**config.mk**
```make
export PLATFORM = sky130hd
export DESIGN_NAME = gamma_cycle_sched
export DESIGN_NICKNAME = d
export VERILOG_FILES = /design/src/rtl/gamma_cycle_sched.sv
export SDC_FILE = /design/constraint.sdc
export NUM_CORES = 1
export LEC_CHECK = 0
export BUFFER_PORTS_ARGS = -buffer_cell sky130_fd_sc_hd__buf_2
export CAP_MARGIN = 15
export CORE_MARGIN = 1
export CORE_UTILIZATION = 35
export CTS_CLUSTER_SIZE = 20
export DETAILED_ROUTE_END_ITERATION = 8
export GPL_TIMING_DRIVEN = 1
export HOLD_SLACK_MARGIN = 0.08
export SETUP_SLACK_MARGIN = 0.3
export SLEW_MARGIN = 20
export SYNTH_ARGS = -nofsm -noshare
export SYNTH_HDL_FRONTEND = slang
export SYNTH_SLANG_ARGS = --single-unit
```
**constraint.sdc**
```tcl
create_clock -name aclk -period 3.94 [get_ports aclk]
set_clock_uncertainty 0.15 [all_clocks]
set_input_delay 0.197 -clock aclk [delete_from_list [all_inputs] [get_ports aclk]]
set_output_delay 0.197 -clock aclk [all_outputs]
set_load 0.01 [all_outputs]
```
**src/rtl/gamma_cycle_sched.sv**
```systemverilog
// rtl/gamma_cycle_sched.sv - gamma-cycle sequencer: binary-to-spike encode, first-edge decode
module gamma_cycle_sched #(
    parameter  int GAMMA_CYCLE_WIDTH = 16,
    parameter  int PULSE_WIDTH       = 8,
    parameter  int NUM_INPUTS        = 16,
    localparam int TW                = $clog2(GAMMA_CYCLE_WIDTH)
) (
    input  logic                     aclk,
    input  logic                     grst,
    input  logic                     in_valid,
    output logic                     in_ready,
    input  logic [NUM_INPUTS*TW-1:0] in_data,
    output logic                     gamma_start,
    output logic [TW-1:0]            tick,
    output logic [NUM_INPUTS-1:0]    spike_out,
    input  logic                     res_spike,
    output logic                     result_valid,
    input  logic                     result_ready,
    output logic [TW-1:0]            result,
    output logic                     no_spike
);

    localparam logic [TW-1:0] LAST_TICK = TW'(GAMMA_CYCLE_WIDTH - 1);
    // Pulse width held one bit wider than a tick so value+width never wraps.
    localparam logic [TW:0]   PW_EXT    = (TW+1)'(PULSE_WIDTH);

    typedef enum logic [1:0] {
        S_IDLE,
        S_RUN,
        S_REPORT
    } state_t;

    state_t                  r_state;
    logic [TW-1:0]           r_val [NUM_INPUTS];
    logic [TW-1:0]           r_tick;
    logic                    r_gamma_start;
    logic [NUM_INPUTS-1:0]   r_spike;
    logic                    r_res_q;
    logic                    r_found;
    logic [TW-1:0]           r_cap;
    logic                    r_result_valid;
    logic [TW-1:0]           r_result;
    logic                    r_no_spike;

    logic [TW-1:0]           w_tick_nxt;
    logic [NUM_INPUTS-1:0]   w_spike_nxt;
    logic                    w_edge;

    // True when tick t lies inside the pulse window starting at value v.
    function automatic logic in_window(input logic [TW-1:0] v, input logic [TW-1:0] t);
        logic [TW:0] v_ext;
        logic [TW:0] t_ext;
        v_ext = {1'b0, v};
        t_ext = {1'b0, t};
        return (t_ext >= v_ext) && (t_ext < v_ext + PW_EXT);
    endfunction

    assign in_ready     = (r_state == S_IDLE) && !grst;
    assign gamma_start  = r_gamma_start;
    assign tick         = r_tick;
    assign spike_out    = r_spike;
    assign result_valid = r_result_valid;
    assign result       = r_result;
    assign no_spike     = r_no_spike;
    assign w_edge       = res_spike && !r_res_q;

    // Spike pattern for the tick that will be presented next; in IDLE the values come straight from in_data.
    always_comb begin
        w_tick_nxt  = (r_state == S_RUN) ? r_tick + 1'b1 : '0;
        w_spike_nxt = '0;
        for (int i = 0; i < NUM_INPUTS; i++) begin
            w_spike_nxt[i] = in_window((r_state == S_IDLE) ? in_data[i*TW +: TW] : r_val[i],
                                       w_tick_nxt);
        end
    end

    // Cycle FSM: latch values, step ticks, capture first result edge, hold result until taken.
    always_ff @(posedge aclk or posedge grst) begin
        if (grst) begin
            r_state        <= S_IDLE;
            for (int i = 0; i < NUM_INPUTS; i++) r_val[i] <= '0;
            r_tick         <= '0;
            r_gamma_start  <= 1'b0;
            r_spike        <= '0;
            r_res_q        <= 1'b0;
            r_found        <= 1'b0;
            r_cap          <= '0;
            r_result_valid <= 1'b0;
            r_result       <= '0;
            r_no_spike     <= 1'b0;
        end else begin
            case (r_state)
                S_IDLE: begin
                    if (in_valid) begin
                        for (int i = 0; i < NUM_INPUTS; i++) r_val[i] <= in_data[i*TW +: TW];
                        r_state       <= S_RUN;
                        r_tick        <= '0;
                        r_gamma_start <= 1'b1;
                        r_spike       <= w_spike_nxt;
                        r_res_q       <= 1'b0;
                        r_found       <= 1'b0;
                        r_cap         <= '0;
                    end
                end
                S_RUN: begin
                    r_gamma_start <= 1'b0;
                    r_res_q       <= res_spike;
                    if (w_edge && !r_found) begin
                        r_found <= 1'b1;
                        r_cap   <= r_tick;
                    end
                    if (r_tick == LAST_TICK) begin
                        // An edge first seen on the last tick also yields LAST_TICK.
                        r_state        <= S_REPORT;
                        r_tick         <= '0;
                        r_spike        <= '0;
                        r_result_valid <= 1'b1;
                        r_result       <= r_found ? r_cap : LAST_TICK;
                        r_no_spike     <= !r_found && !w_edge;
                    end else begin
                        r_tick  <= w_tick_nxt;
                        r_spike <= w_spike_nxt;
                    end
                end
                S_REPORT: begin
                    if (result_ready) begin
                        r_state        <= S_IDLE;
                        r_result_valid <= 1'b0;
                        r_result       <= '0;
                        r_no_spike     <= 1'b0;
                    end
                end
                default: r_state <= S_IDLE;
            endcase
        end
    end

endmodule

```
; Word level (Yosys, flattened, before mapping)
; Index checks and enable logic that the tools add are counted.
[word_totals]
reg_bits = 99
in_bits = 69
output_inout_bits = 28
wordCells = 158
[op_classes]
addsub = 17
order_cmp = 32
eq_ne = 7
muxes = 44
n_reduce_logical = 32
[ops]
columns = cell, count
row1 = 2-to-1 mux 4 bit, 23
row2 = "adder 4 x 4 -> 5 bit, second input constant", 16
row3 = less-than comparator 4 x 5 -> 1 bit, 16
row4 = >= comparator 4 bit, 16
row5 = 2-to-1 mux 16 bit, 2
row6 = one-hot mux 16 bit (2 select lines), 1
row7 = one-hot mux 4 bit (2 select lines), 3
row8 = logical AND 1 bit, 20
row9 = one-hot mux 1 bit (2 select lines), 5
row10 = AND reduction 3 bit, 3
row11 = 2-to-1 mux 1 bit, 6
row12 = 2-to-1 mux 2 bit, 3
row13 = one-hot mux 2 bit (3 select lines), 1
row14 = "adder 4 x 1 -> 4 bit, second input constant", 1
row15 = "equality test 4 bit, second input constant", 1
row16 = logical NOT 1 bit, 4
row17 = "inequality test 2 x 1 -> 1 bit, second input constant", 2
row18 = "inequality test 2 bit, second input constant", 2
row19 = AND reduction 2 bit, 2
row20 = nonzero test 2 bit, 2
row21 = "equality test 2 x 1 -> 1 bit, second input constant", 1
row22 = "equality test 2 bit, second input constant", 1
row23 = logical NOT 2 bit, 1

; Depth between registers and ports, before layout
; Gate-level depths: netlist (run 1).
[logic_depth]
word_depth = 7
mapped_depth = 11
mapped_depth_nobuf = 8

; Worst setup path after synthesis (run 1)
; Ideal clock, no wire load.
[synth_path]
kind = register -> register
startpoint = reg r_state[0]
endpoint = reg r_spike[13] (netlist: spike_out[13])
setup_time_ps = 87
arrival_time_ps = 2363
required_time_ps = 3703
slack_ps = 1340
stages_incl_launch_ff = 12
path_buffers = 3
period_less_slack_ps = 2600
cell_sequence = dfrtp_1 > buf_4 > nor2_2 > buf_2 > buf_2 > mux2_2 > ha_1 > nor2b_1 > a21oi_1 > a21oi_1 > nand4b_1 > a22oi_1
[synth_between]
elab_chain_cells = 7
word_cells_on_any_way = 14
cone_classes = add/sub: 1 / order compare: 2 / eq/ne: 2 / mux: 5 / reduce/logical: 4
[synth_lines]
columns = element, line_no
row1 = "start, declared", 33  ; state_t r_state;
row2 = "start signal, assigned", 80  ; r_state <= S_IDLE;
row3 = "start signal, assigned", 96  ; r_state <= S_RUN;
row4 = "start signal, assigned", 114  ; r_state <= S_REPORT;
row5 = logical NOT 2 bit, "72, 92"
row6 = 2-to-1 mux 4 bit, 72  ; w_spike_nxt[i] = in_window((r_state == S_IDLE) ? in_data[i*TW +: TW] : r_val[i],
row7 = adder 4 x 4 -> 5 bit, 55  ; return (t_ext >= v_ext) && (t_ext < v_ext + PW_EXT);
row8 = less-than comparator 4 x 5 -> 1 bit, 55
row9 = logical AND 1 bit, 55
row10 = "2-to-1 mux 16 bit, on equally long branches", "112, 94"
row11 = one-hot mux 16 bit (2 select lines), 92  ; case (r_state)
row12 = "end signal, assigned", 99  ; r_spike <= w_spike_nxt;
row13 = "end signal, assigned", 122  ; r_spike <= w_spike_nxt;
row14 = "end, declared", 37  ; logic [NUM_INPUTS-1:0] r_spike;
; Parallel ways exist; a longest one is shown, timed or not. The select of a mux whose other input is x is not followed.
; A chain may end at the register's enable or synchronous reset.

; Worst setup path after layout (run 1)
[layout_path]
startpoint = reg r_state[0]
endpoint = reg r_spike[7] (netlist: spike_out[7])
; Same word-level chain as after synthesis.

==> results of run 1 <==
what timing repair did:
| item | CTS | global route |
|---|---|---|
| buffers inserted | 0 | 0 |
| endpoints found under the hold margin | 115 | 0 |
| hold buffers | 68 | 0 |
routing by layer:
layer	vias to the layer above	global-route usage, %
met4	0	5.75
met2	155	32.4
li1	2638	-
met3	17	3.38
met5	-	0
met1	2586	28.6
layout by cell type (no fill, tap or decap), types with 9 or more instances in the layout:
cell,instances
ha_1,33
a21oi_1,67
mux2_2,16
nand2_1,207
dlygate4sd3_1,68
dfrtp_1,99
buf_2,96
nand4b_1,16
o32ai_2,10
nor2b_1,17
a22oi_1,38
nor3_1,17
mux2i_1,16
buf_4,11
a22oi_2,10
o21ai_0,19
clkbuf_16,9
layout make-up:
cell class | count | area (um^2)
Multi-Input combinational cell | 513 | 3220
Sequential cell | 99 | 2480
Fill cell | 1632 | 8940
Clock buffer | 10 | 229
Tap cell | 220 | 275
Inverter | 5 | 21.3
Clock inverter | 5 | 55.1
Timing Repair Buffer | 178 | 1300
where the power goes:
group / switching [uW] / internal (uW)
combinational: 2380 / 1820
sequential: 382 / 1510
clock: 398 / 487
total: 3160 / 3820
cells by family (layout without fill, tap and decap cells):
logic type      count (synthesis)  after routing  share of synthesized area [%]
compound gates                169            169                           20.1
xor+xnor                        2              2                          0.424
fa+ha+maj                      33             33                           7.00
buf+inv                        44            198                           3.75
flops                          99             99                           42.0
mux                            32             32                           5.77
simple gates                  277            277                           21.0
metrics by stage:
stage / worst slack [ns] / power [uW] / util (%)
6_report: 1.11 / 6980 / 45.9
5_1_grt: 0.896 / 7640 / 45.9
4_1_cts: 1.10 / 7020 / 45.9
3_5_place_dp: 1.12 / 6040 / 40.1
3_3_place_gp: 1.19 / 5960 / 40.1
2_1_floorplan: 1.00 / 4950 / -
worst max-delay path, stage by stage (launching register included):
cell and delay (ns):
dfrtp_1 0.56, nor2_4 0.47, buf_12 0.29, mux2_2 0.37
ha_1 0.28, nor2b_1 0.04, a21oi_1 0.12, a21oi_1 0.07
nand4b_1 0.17, a22oi_1 0.21
state kept, by name, summed over array words and instances (netlist names):
signal,flops
r_val,64
gamma_start,1
no_spike,1
tick,4
r_found,1
result,4
spike_out,16
r_state,2
r_res_q,1
r_cap,4
result_valid,1
final timing paths:
path / end / slack, ns / cells past startpoint
worst max-delay path: spike_out[7] / 1.11 / 9
max in group asynchronous: r_val[49] / 2.51 / 4
worst max register to register: spike_out[7] / 1.11 / 9
min in group aclk: r_val[40] / 0.32 / 2
worst min-delay path: result_valid / 0.30 / 3
worst min register to register: r_val[40] / 0.32 / 2
synth_stat cells (5+ instances only):
| library cell | instances |
|---|---|
| o21ai_1 | 8 |
| nor2b_1 | 17 |
| ha_1 | 33 |
| nor3_1 | 17 |
| o32ai_2 | 10 |
| dfrtp_1 | 99 |
| mux2i_1 | 16 |
| nand4b_1 | 16 |
| mux2_2 | 16 |
| nand2b_1 | 7 |
| o21ai_0 | 19 |
| inv_1 | 5 |
| a22oi_1 | 38 |
| buf_2 | 18 |
| a22o_1 | 6 |
| a22oi_2 | 10 |
| nand2_1 | 208 |
| o32ai_1 | 6 |
| clkbuf_1 | 14 |
| a21oi_1 | 67 |
==> reports/results.tsv, run 1 <==
stage	metric	value	unit
run_status	status	completed	
drt	met2 routed WL	7740	um
drt	Pre-Repair DR Iteration Count	5	
drt	via count	5396	
drt	total wire length	17100	um
global_route	total global routing overflow	0	
logic_synthesis	Post-Syn Instances	656	
timing	endpoints failing hold	0	
job	maxcap violations	0	
timing	# setup viols final	0	
floorplanning	Die Ht	132	um
floorplanning	Die ar.	17400	um^2
timing	Slew @ Worst Pin	1.05	ns
cts	Longest Clk Path Bufs	2	
timing	Max Freq	353	MHz
logic_synthesis	Syn Std Cell Area	5900	um^2
pwr	LEAKAGE	0.00352	uW
global_route	first-pass GRT wire length	27900	um
cts	# clock sinks	99	
place	Placed Area	6620	um^2
drt	antenna viol nets, final	0	
floorplanning	Initial Util	35.7	%
cts	Reg clk slew, reported paths	0.07	ns
drt	WL met3	871	um
logic_synthesis	syn avg cell area	8.99	um^2
place	dpl cells	947	
setup_path	CP Class	reg -> reg	
layout	final std cells w/o fill	1030	
setup_path	Crit Path Max Fanout	37	
floorplanning	core box area	16500	um^2
pwr	PwrDens	921	nW/um^2
cts	CTS tree	built	
layout	n_diodes	0	
setup_path	reg2reg start	r_state[0]	
cts	post-cts resize count	0	
timing	setup TNS	0	ns
logic_synthesis	ys async rst share	100	%
logic_synthesis	EDFF count, synth	0	
place	HPWL after detailed placement	10700	um
drt	vias per cell	5.24	
hold_path	hold crit path type	in -> async	
drt	max layer used	met4	
logic_synthesis	register area share after synthesis	42.0	%
logic_synthesis	Yosys top cell area share	42.0	%
global_route	number of antenna violations at the first check in global routing	0	
timing	final worst path period need	2.83	ns
logic_synthesis	Primary FF master, synth	dfrtp_1	
global_route	vias in the first global route	5312	
logic_synthesis	cell taking the most area after synthesis	dfrtp_1	
logic_synthesis	Netlist cell types	38	
logic_synthesis	Synth Register Bits	99	
timing	Fin Hold WS	0.298	ns
timing	RSZ-0062 raised after global routing	no	
drt	# DRC	0	
cts	H-tree depth	3	
setup_path	Required @ worst endpoint	4.05	ns
global_route	largest net degree at the start of global routing	56	
pwr	worst vdd ir	506	uV
setup_path	CP Launch Type	flip-flop	
logic_synthesis	Yosys Warn Count	0	
drt	Initial DRC Count	438	
cts	CTS Root Cell	clkbuf_16	
layout	Area growth, synth to finish	28.5	%
drt	WL/cell	16.6	um
layout	layout cells sized above 1	20.9	%
place	IO buf count	96	
timing	Tcrit/Tclk final	71.8	%
floorplanning	Cell Rows	47	
setup_path	crit path capture type	flip-flop	
logic_synthesis	synth top area cells	dfrtp_1 (42%), nand2_1 (13%), ha_1 (7.0%)	
setup_path	Crit. Startpoint	r_state[0]	
cts	clk_lat worst skew	0.35	ns
drt	met1 WL	8280	um
timing	pins over their slew limit	0	
floorplanning	die width	132	um
floorplanning	# IOs	97	
layout	NumNets Final	908	
timing	Max-slew headroom	30.0	%
place	Placer Congestion	0.811	
cts	TritonCTS buffer count	9	
global_route	GR Util All Layers	20.4	%
layout	design area	7580	um^2
logic_synthesis	Syn Nets	758	
setup_path	Critical Path AT	2.94	ns
(Power assumes the default switching activity.)
==> inputs of run 2 (changes only) <==
--- a/config.mk
+++ b/config.mk
@@ -5,6 +5,7 @@
 export SDC_FILE = /design/constraint.sdc
 export NUM_CORES = 1
 export LEC_CHECK = 0
+export ABC_AREA = 1
 export BUFFER_PORTS_ARGS = -buffer_cell sky130_fd_sc_hd__buf_2
 export CAP_MARGIN = 15
 export CORE_MARGIN = 1
==> constraint.sdc (replaced) <==
create_clock -name aclk -period 2.8 [get_ports aclk]
set_clock_uncertainty 0.15 [all_clocks]
set_input_delay 0.14 -clock aclk [delete_from_list [all_inputs] [get_ports aclk]]
set_output_delay 0.14 -clock aclk [all_outputs]
set_load 0.01 [all_outputs]
==> run 2 against run 1 <==
Effect of this change:
- largest cell class unchanged
- critical path type unchanged
- register-to-register slack got worse by 0.59 ns
- the flow now finishes with violations (design-rule violations)
- fmax rose by 24%
- global-route usage is 0.35 points higher
- flip-flop and latch count unchanged
- hold slack worse by 0.074 ns
- combinational power is 41% higher
- utilization shrank 0.52 points
- area after synthesis increased by 10%
- die area rose by 10%
- non-clock buffer count up 1
==> reports/results.tsv, run 2 <==
stage	metric	value	unit	change
logic_synthesis	Syn Std Cell Area	6510	um^2	was 5900 um^2
run_status	status	finished with violations		was completed
logic_synthesis	Synth top cells by count	nand2_1 (433), inv_1 (123), dfrtp_1 (99), o21ai_0 (83), nand3_1 (60)		was nand2_1 (208), dfrtp_1 (99), a21oi_1 (67), a22oi_1 (38), ha_1 (33)
logic_synthesis	ys async rst share	100	%	unchanged
layout	Most flops, register	r_val		unchanged
layout	max FFs per register	64		unchanged
logic_synthesis	Syn Nets	1083		was 758
setup_path	R2R setup slack	0.52	ns	was 1.11 ns
timing	Max Freq	438	MHz	was 353 MHz
drt	WL/cell	13.8	um	was 16.6 um
setup_path	Critical Path AT	2.41	ns	was 2.94 ns
cts	postcts setup bufs	0		unchanged
cts	CTS Root Cell	clkbuf_16		unchanged
layout	design area	8210	um^2	was 7580 um^2
layout	most common cell after layout, fill and taps aside	nand2_1		unchanged
job	maxcap violations	0		unchanged
logic_synthesis	Netlist cell types	27		was 38
floorplanning	die width	138	um	was 132 um
drt	total wire length	18800	um	was 17100 um
logic_synthesis	Primary FF master, synth	dfrtp_1		unchanged
setup_path	CP Launch Type	flip-flop		unchanged
setup_path	crit path capture type	flip-flop		unchanged
floorplanning	Cell Rows	49		was 47
floorplanning	Initial Util	36.0	%	was 35.7%
layout	multi-input logic area	3340	um^2	was 3220 um^2
timing	Slew @ Worst Pin	1.00	ns	was 1.05 ns
run_status	failing checks	design-rule violations		
setup_path	R2R depth	7		was 9
place	Placer Congestion	0.803		was 0.811
timing	RSZ-0062 raised after global routing	no		unchanged
global_route	GR Util All Layers	20.8	%	was 20.4%
setup_path	Crit. Startpoint	r_state[1]		was r_state[0]
logic_synthesis	Yosys top cell area share	38.0	%	was 42.0%
floorplanning	Die Ht	138	um	was 132 um
logic_synthesis	most frequent cell after synthesis	nand2_1		unchanged
drt	vias per cell	4.68		was 5.24
place	IO buf count	96		unchanged
cts	TritonCTS buffer count	9		unchanged
layout	Area growth, synth to finish	26.0	%	was 28.5%
logic_synthesis	cell taking the most area after synthesis	dfrtp_1		unchanged
timing	final worst slack	0.517	ns	was 1.11 ns
global_route	total global routing overflow	0		unchanged
timing	Max-slew headroom	33.2	%	was 30.0%
pwr	worst vdd ir	539	uV	was 506 uV
place	Placed Area	7230	um^2	was 6620 um^2
logic_synthesis	Yosys Warn Count	0		unchanged
timing	Tcrit/Tclk final	81.6	%	was 71.8%
pwr	PwrDens	1190	nW/um^2	was 921 nW/um^2
cts	hold-fix buffers at CTS	67		was 68
logic_synthesis	EDFF count, synth	0		unchanged
layout	Final Util	45.4	%	was 45.9%
logic_synthesis	register area share after synthesis	38.0	%	was 42.0%
setup_path	Required @ worst endpoint	2.93	ns	was 4.05 ns
layout	n_diodes	0		unchanged
global_route	number of antenna violations at the first check in global routing	0		unchanged
drt	Pre-Repair DR Iteration Count	7		was 5
timing	endpoints failing hold	0		unchanged
cts	CTS tree	built		unchanged
global_route	first-pass GRT wire length	31300	um	was 27900 um
layout	NumNets Final	1233		was 908
timing	# setup viols final	0		unchanged
drt	antenna viol nets, final	0		unchanged
layout	filler cell count	1878		was 1632
logic_synthesis	syn avg cell area	6.64	um^2	was 8.99 um^2
place	Setup WS pre-CTS	0.518	ns	was 1.12 ns
logic_synthesis	Post-Syn Instances	981		was 656
floorplanning	# IOs	97		unchanged
layout	final std cells w/o fill	1365		was 1030
logic_synthesis	Synth Register Bits	99		unchanged
drt	# DRC	12		was 0
hold_path	hold crit path type	in -> reg		was in -> async
cts	Longest Clk Path Bufs	2		unchanged
layout	FF+latch area	2480	um^2	unchanged
cts	# clock sinks	99		unchanged
layout	layout cells sized above 1	13.5	%	was 20.9%
global_route	vias in the first global route	6233		was 5312
drt	via count	6395		was 5396
cts	Reg clk slew, reported paths	0.07	ns	about the same
timing	final worst path period need	2.28	ns	was 2.83 ns
floorplanning	Die ar.	19200	um^2	was 17400 um^2
pwr	LEAKAGE	0.00453	uW	was 0.00352 uW
place	dpl cells	1282		was 947
layout	commonest cells after routing, fill and taps aside	nand2_1 (432), inv_1 (122), dfrtp_1 (99)		was nand2_1 (207), dfrtp_1 (99), buf_2 (96)
global_route	largest net degree at the start of global routing	63		was 56
setup_path	reg-to-reg endpoint	tick[2]		was spike_out[7]
timing	pins over their slew limit	0		unchanged
cts	clk_lat worst skew	0.36	ns	was 0.35 ns
place	HPWL after detailed placement	12700	um	was 10700 um
setup_path	CP Capture Point	tick[2]		was spike_out[7]
setup_path	reg2reg start	r_state[1]		was r_state[0]
setup_path	Crit Path Max Fanout	57		was 37
cts	post-cts resize count	0		unchanged
setup_path	CP Class	reg -> reg		unchanged
hold_path	startpoint of the worst hold path	in_valid		
floorplanning	core box area	18100	um^2	was 16500 um^2
cts	H-tree depth	3		unchanged
logic_synthesis	synth top area cells	dfrtp_1 (38%), nand2_1 (25%), inv_1 (7.1%)		was dfrtp_1 (42%), nand2_1 (13%), ha_1 (7.0%)
timing	setup TNS	0	ns	unchanged
drt	Initial DRC Count	343		was 438
==> run 2: cell types whose count changed in the layout (fill, tap and decap cells not counted), sizes merged, moves of 17 or more <==
cell	previous run	this run
nand2	208	444
inv	5	129
o21ai	27	93
nand3	2	63
a21oi	68	16
a22oi	48	0
nor2	3	42
nor3	18	0
nor2b	17	0
==> run 2: kinds of logic (layout without fill, tap and decap cells) <==
family | Yosys count | in the layout | share of synthesized area (%)
flops | 99 | 99 | 38.0
buf+inv | 169 | 324 | 10.8
fa+ha+maj | 33 | 33 | 6.34
compound gates | 130 | 130 | 10.7
simple gates | 550 | 550 | 34.1
==> run 2: routing by layer <==
| layer | vias up | share of wire, % | GRT usage [%] |
|---|---|---|---|
| met5 | - | 0 | 0 |
| met1 | 2864 | 48 | 28.0 |
| met2 | 168 | 44 | 33.7 |
| met4 | 0 | 2.8 | 7.87 |
| li1 | 3337 | - | - |
| met3 | 26 | 4.5 | 2.94 |
==> run 2: critical path, cell delays in order (launching register included) <==
cell and delay (ns):
dfrtp_1 0.49, nor2_4 0.08, buf_12 0.19, nand2_4 0.09
inv_2 0.04, nor2_2 0.74, inv_1 0.23, o21ai_1 0.17
==> run 2: worst min-delay path by stage <==
| stage | endpoint | cells after the start |
|---|---|---|
| global route | spike_out[4] | 6 |
| global placement | r_val[32] | 2 |
| detailed placement | r_val[32] | 2 |
| CTS | spike_out[11] | 6 |
| finish | spike_out[4] | 6 |
| floorplan | r_state[1] | 1 |
==> run 2: where the power goes <==
group | switching, uW | internal (uW) | total, uW
sequential | 434 | 2120 | 2550
clock | 606 | 700 | 1310
combinational | 3730 | 2200 | 5930
total | 4770 | 5010 | 9780
==> run 2: area by class of cell <==
type	count	area share, %
multi-input cells	713	40.7
flip-flops and latches	99	30.2
repair buffers	179	16.0
inverters	129	6.01
well taps	229	3.49
clock buffers	9	2.74
clock inverters	7	0.930
==> run 2: stage by stage <==
step / power [uW] / hold WS [ns]
after floorplan: 6970 / 0.0867
final: 9780 / 0.224
after global placement: 8390 / 0.150
after detailed placement: 8450 / 0.150
after global routing: 11000 / 0.260
after CTS: 9880 / 0.219
==> inputs of run 3 (changes only) <==
--- a/config.mk
+++ b/config.mk
@@ -5,7 +5,7 @@
 export SDC_FILE = /design/constraint.sdc
 export NUM_CORES = 1
 export LEC_CHECK = 0
-export ABC_AREA = 1
+export ABC_AREA = 0
 export BUFFER_PORTS_ARGS = -buffer_cell sky130_fd_sc_hd__buf_2
 export CAP_MARGIN = 15
 export CORE_MARGIN = 1
==> constraint.sdc (replaced) <==
create_clock -name aclk -period 2 [get_ports aclk]
set_clock_uncertainty 0.15 [all_clocks]
set_input_delay 0.1 -clock aclk [delete_from_list [all_inputs] [get_ports aclk]]
set_output_delay 0.1 -clock aclk [all_outputs]
set_load 0.01 [all_outputs]
==> run 3 against run 2 <==
Effect of this change:
- the flow finishes with violations (negative setup slack)
- die area fell by 9.3%
- design area up 8.2%
- sequential power rose by 47%
- critical path type unchanged
- critical endpoint is now spike_out[10]
- largest cell class unchanged
- highest routed layer unchanged
==> reports/results.tsv, run 3 (synthesis gave the netlist of run 1 again) <==
stage	metric	value	unit	change
run_status	status	finished with violations		unchanged
run_status	failing checks	negative setup slack		was design-rule violations
setup_path	CP Launch Type	flip-flop		unchanged
drt	Pre-Repair DR Iteration Count	5		was 7
timing	RSZ-0062 raised after global routing	yes		was no
drt	vias per cell	5.27		was 4.68
global_route	first-pass GRT wire length	30600	um	was 31300 um
layout	NumNets Final	979		was 1233
job	maxcap violations	0		unchanged
drt	WL/cell	17.6	um	was 13.8 um
global_route	total global routing overflow	0		unchanged
layout	commonest cells after routing, fill and taps aside	nand2_1 (203), dfrtp_1 (98), buf_2 (96)		was nand2_1 (432), inv_1 (122), dfrtp_1 (99)
pwr	PwrDens	1890	nW/um^2	was 1190 nW/um^2
hold_path	hold crit path type	in -> async		was in -> reg
global_route	met1 Usage GRT	29.7	%	was 28.0%
timing	Tcrit/Tclk final	116	%	was 81.6%
floorplanning	Die Ht	132	um	was 138 um
global_route	met3 Resource Use GR	3.00	%	was 2.94%
layout	Area growth, synth to finish	50.5	%	was 26.0%
setup_path	Crit Path Max Fanout	7		was 57
timing	Fin Hold WS	0.296	ns	was 0.224 ns
setup_path	Required @ worst endpoint	2.07	ns	was 2.93 ns
setup_path	R2R setup slack	-0.33	ns	was 0.52 ns
cts	TritonCTS buffer count	9		unchanged
setup_path	CP Class	reg -> reg		unchanged
drt	total wire length	19300	um	was 18800 um
floorplanning	Initial Util	35.7	%	was 36.0%
layout	layout cells sized above 1	31.9	%	was 13.5%
place	IO buf count	96		unchanged
drt	antenna viol nets, final	0		unchanged
setup_path	crit path capture type	flip-flop		unchanged
drt	# DRC	0		was 12
cts	H-tree depth	3		unchanged
global_route	busiest layer in global routing	met2		unchanged
timing	pins over their slew limit	0		unchanged
cts	Longest Clk Path Bufs	2		unchanged
cts	clk_lat worst skew	0.35	ns	was 0.36 ns
cts	CTS tree	built		unchanged
floorplanning	Die ar.	17400	um^2	was 19200 um^2
global_route	met2 usage	37.7	%	was 33.7%
timing	final worst slack	-0.328	ns	was 0.517 ns
floorplanning	Cell Rows	47		was 49
pwr	LEAKAGE	0.00407	uW	was 0.00453 uW
global_route	largest net degree at the start of global routing	57		was 63
layout	filler cell count	1473		was 1878
global_route	vias in the first global route	5881		was 6233
setup_path	Critical Path AT	2.40	ns	was 2.41 ns
place	Placer Congestion	0.811		was 0.803
layout	Most flops, register	r_val		unchanged
layout	most common cell after layout, fill and taps aside	nand2_1		unchanged
pwr	worst vdd ir	827	uV	was 539 uV
timing	final worst path period need	2.33	ns	was 2.28 ns
layout	n_diodes	0		unchanged
cts	Reg clk slew, reported paths	0.07	ns	about the same
timing	endpoints failing hold	0		unchanged
timing	Max Freq	430	MHz	was 438 MHz
timing	Slew @ Worst Pin	0.590	ns	was 1.00 ns
floorplanning	# IOs	97		unchanged
floorplanning	core box area	16500	um^2	was 18100 um^2
pwr	Pwr Total	16800	uW	was 9780 uW
floorplanning	die width	132	um	was 138 um
drt	Initial DRC Count	328		was 343
cts	CTS Root Cell	clkbuf_16		unchanged
global_route	number of antenna violations at the first check in global routing	1		was 0
timing	Max-slew headroom	60.7	%	was 33.2%
drt	via count	5802		was 6395
global_route	GR Util All Layers	22.4	%	was 20.8%
layout	max FFs per register	64		unchanged
cts	# clock sinks	99		unchanged
place	HPWL after detailed placement	11700	um	was 12700 um
timing	# setup viols final	16		was 0
## run 3: worst max-delay path, stage by stage (launching register included)
cell	delay, ns
dfrtp_1	0.42
nor2_4	0.25
buf_6	0.18
mux2_4	0.32
ha_4	0.16
buf_6	0.11
buf_6	0.10
a21oi_2	0.10
a21oi_1	0.07
nor3_1	0.23
a22oi_1	0.10
## run 3: where the power goes
part           switching (uW)  total [uW]  internal [uW]
combinational            5600       11200           5610
clock                     793        1830           1030
sequential                755        3740           2980
total                    7150       16800           9620
## run 3: timing repair
action / in CTS / in global routing
gates cloned: 4 / 3
pin swaps: 52 / 25
gates resized for setup: 64 / 45
endpoints found under the hold margin: 189 / 0
hold buffers: 68 / 0
setup endpoints to repair: 91 / 98
setup buffers: 12 / 12
## run 3: layer usage
metal / up-vias / routed length (um)
met5: - / 0
met4: 0 / 252
met3: 21 / 722
met2: 147 / 9240
met1: 2856 / 9120
li1: 2778 / -
## run 3: path summary, 6_finish.rpt
| path | startpoint | endpoint | cells after the start |
|---|---|---|---|
| max | r_state[1] | spike_out[10] | 10 |
| min | grst | r_val[5] | 4 |
| max reg2reg | r_state[1] | spike_out[10] | 10 |
| min reg2reg | r_val[44] | r_val[44] | 2 |
| max in group asynchronous | grst | r_val[23] | 4 |
| min in group aclk | r_val[44] | r_val[44] | 2 |
## run 3: per-stage QoR
stage	std cells	setup WS, ns	area [um^2]	util (%)	setup TNS, ns
6_report	1101	-0.328	8880	53.8	-3.86
3_3_place_gp	987	-0.196	7030	42.5	-2.61
5_1_grt	1101	-0.395	8880	53.8	-7.46
3_5_place_dp	987	-0.244	7030	42.5	-3.31
4_1_cts	1086	-0.238	8550	51.7	-3.37
2_1_floorplan	656	-0.338	5950	-	-5.16
## run 3: area by class of cell
cell class / count / area [um^2] / area share (%)
clock buffer: 13 / 260 / 2.93
clock inverter: 2 / 35.0 / 0.394
inverter: 5 / 22.5 / 0.254
multi-input combinational: 513 / 3630 / 40.9
sequential: 99 / 2480 / 27.9
tap: 220 / 275 / 3.10
timing repair buffer: 249 / 2180 / 24.5
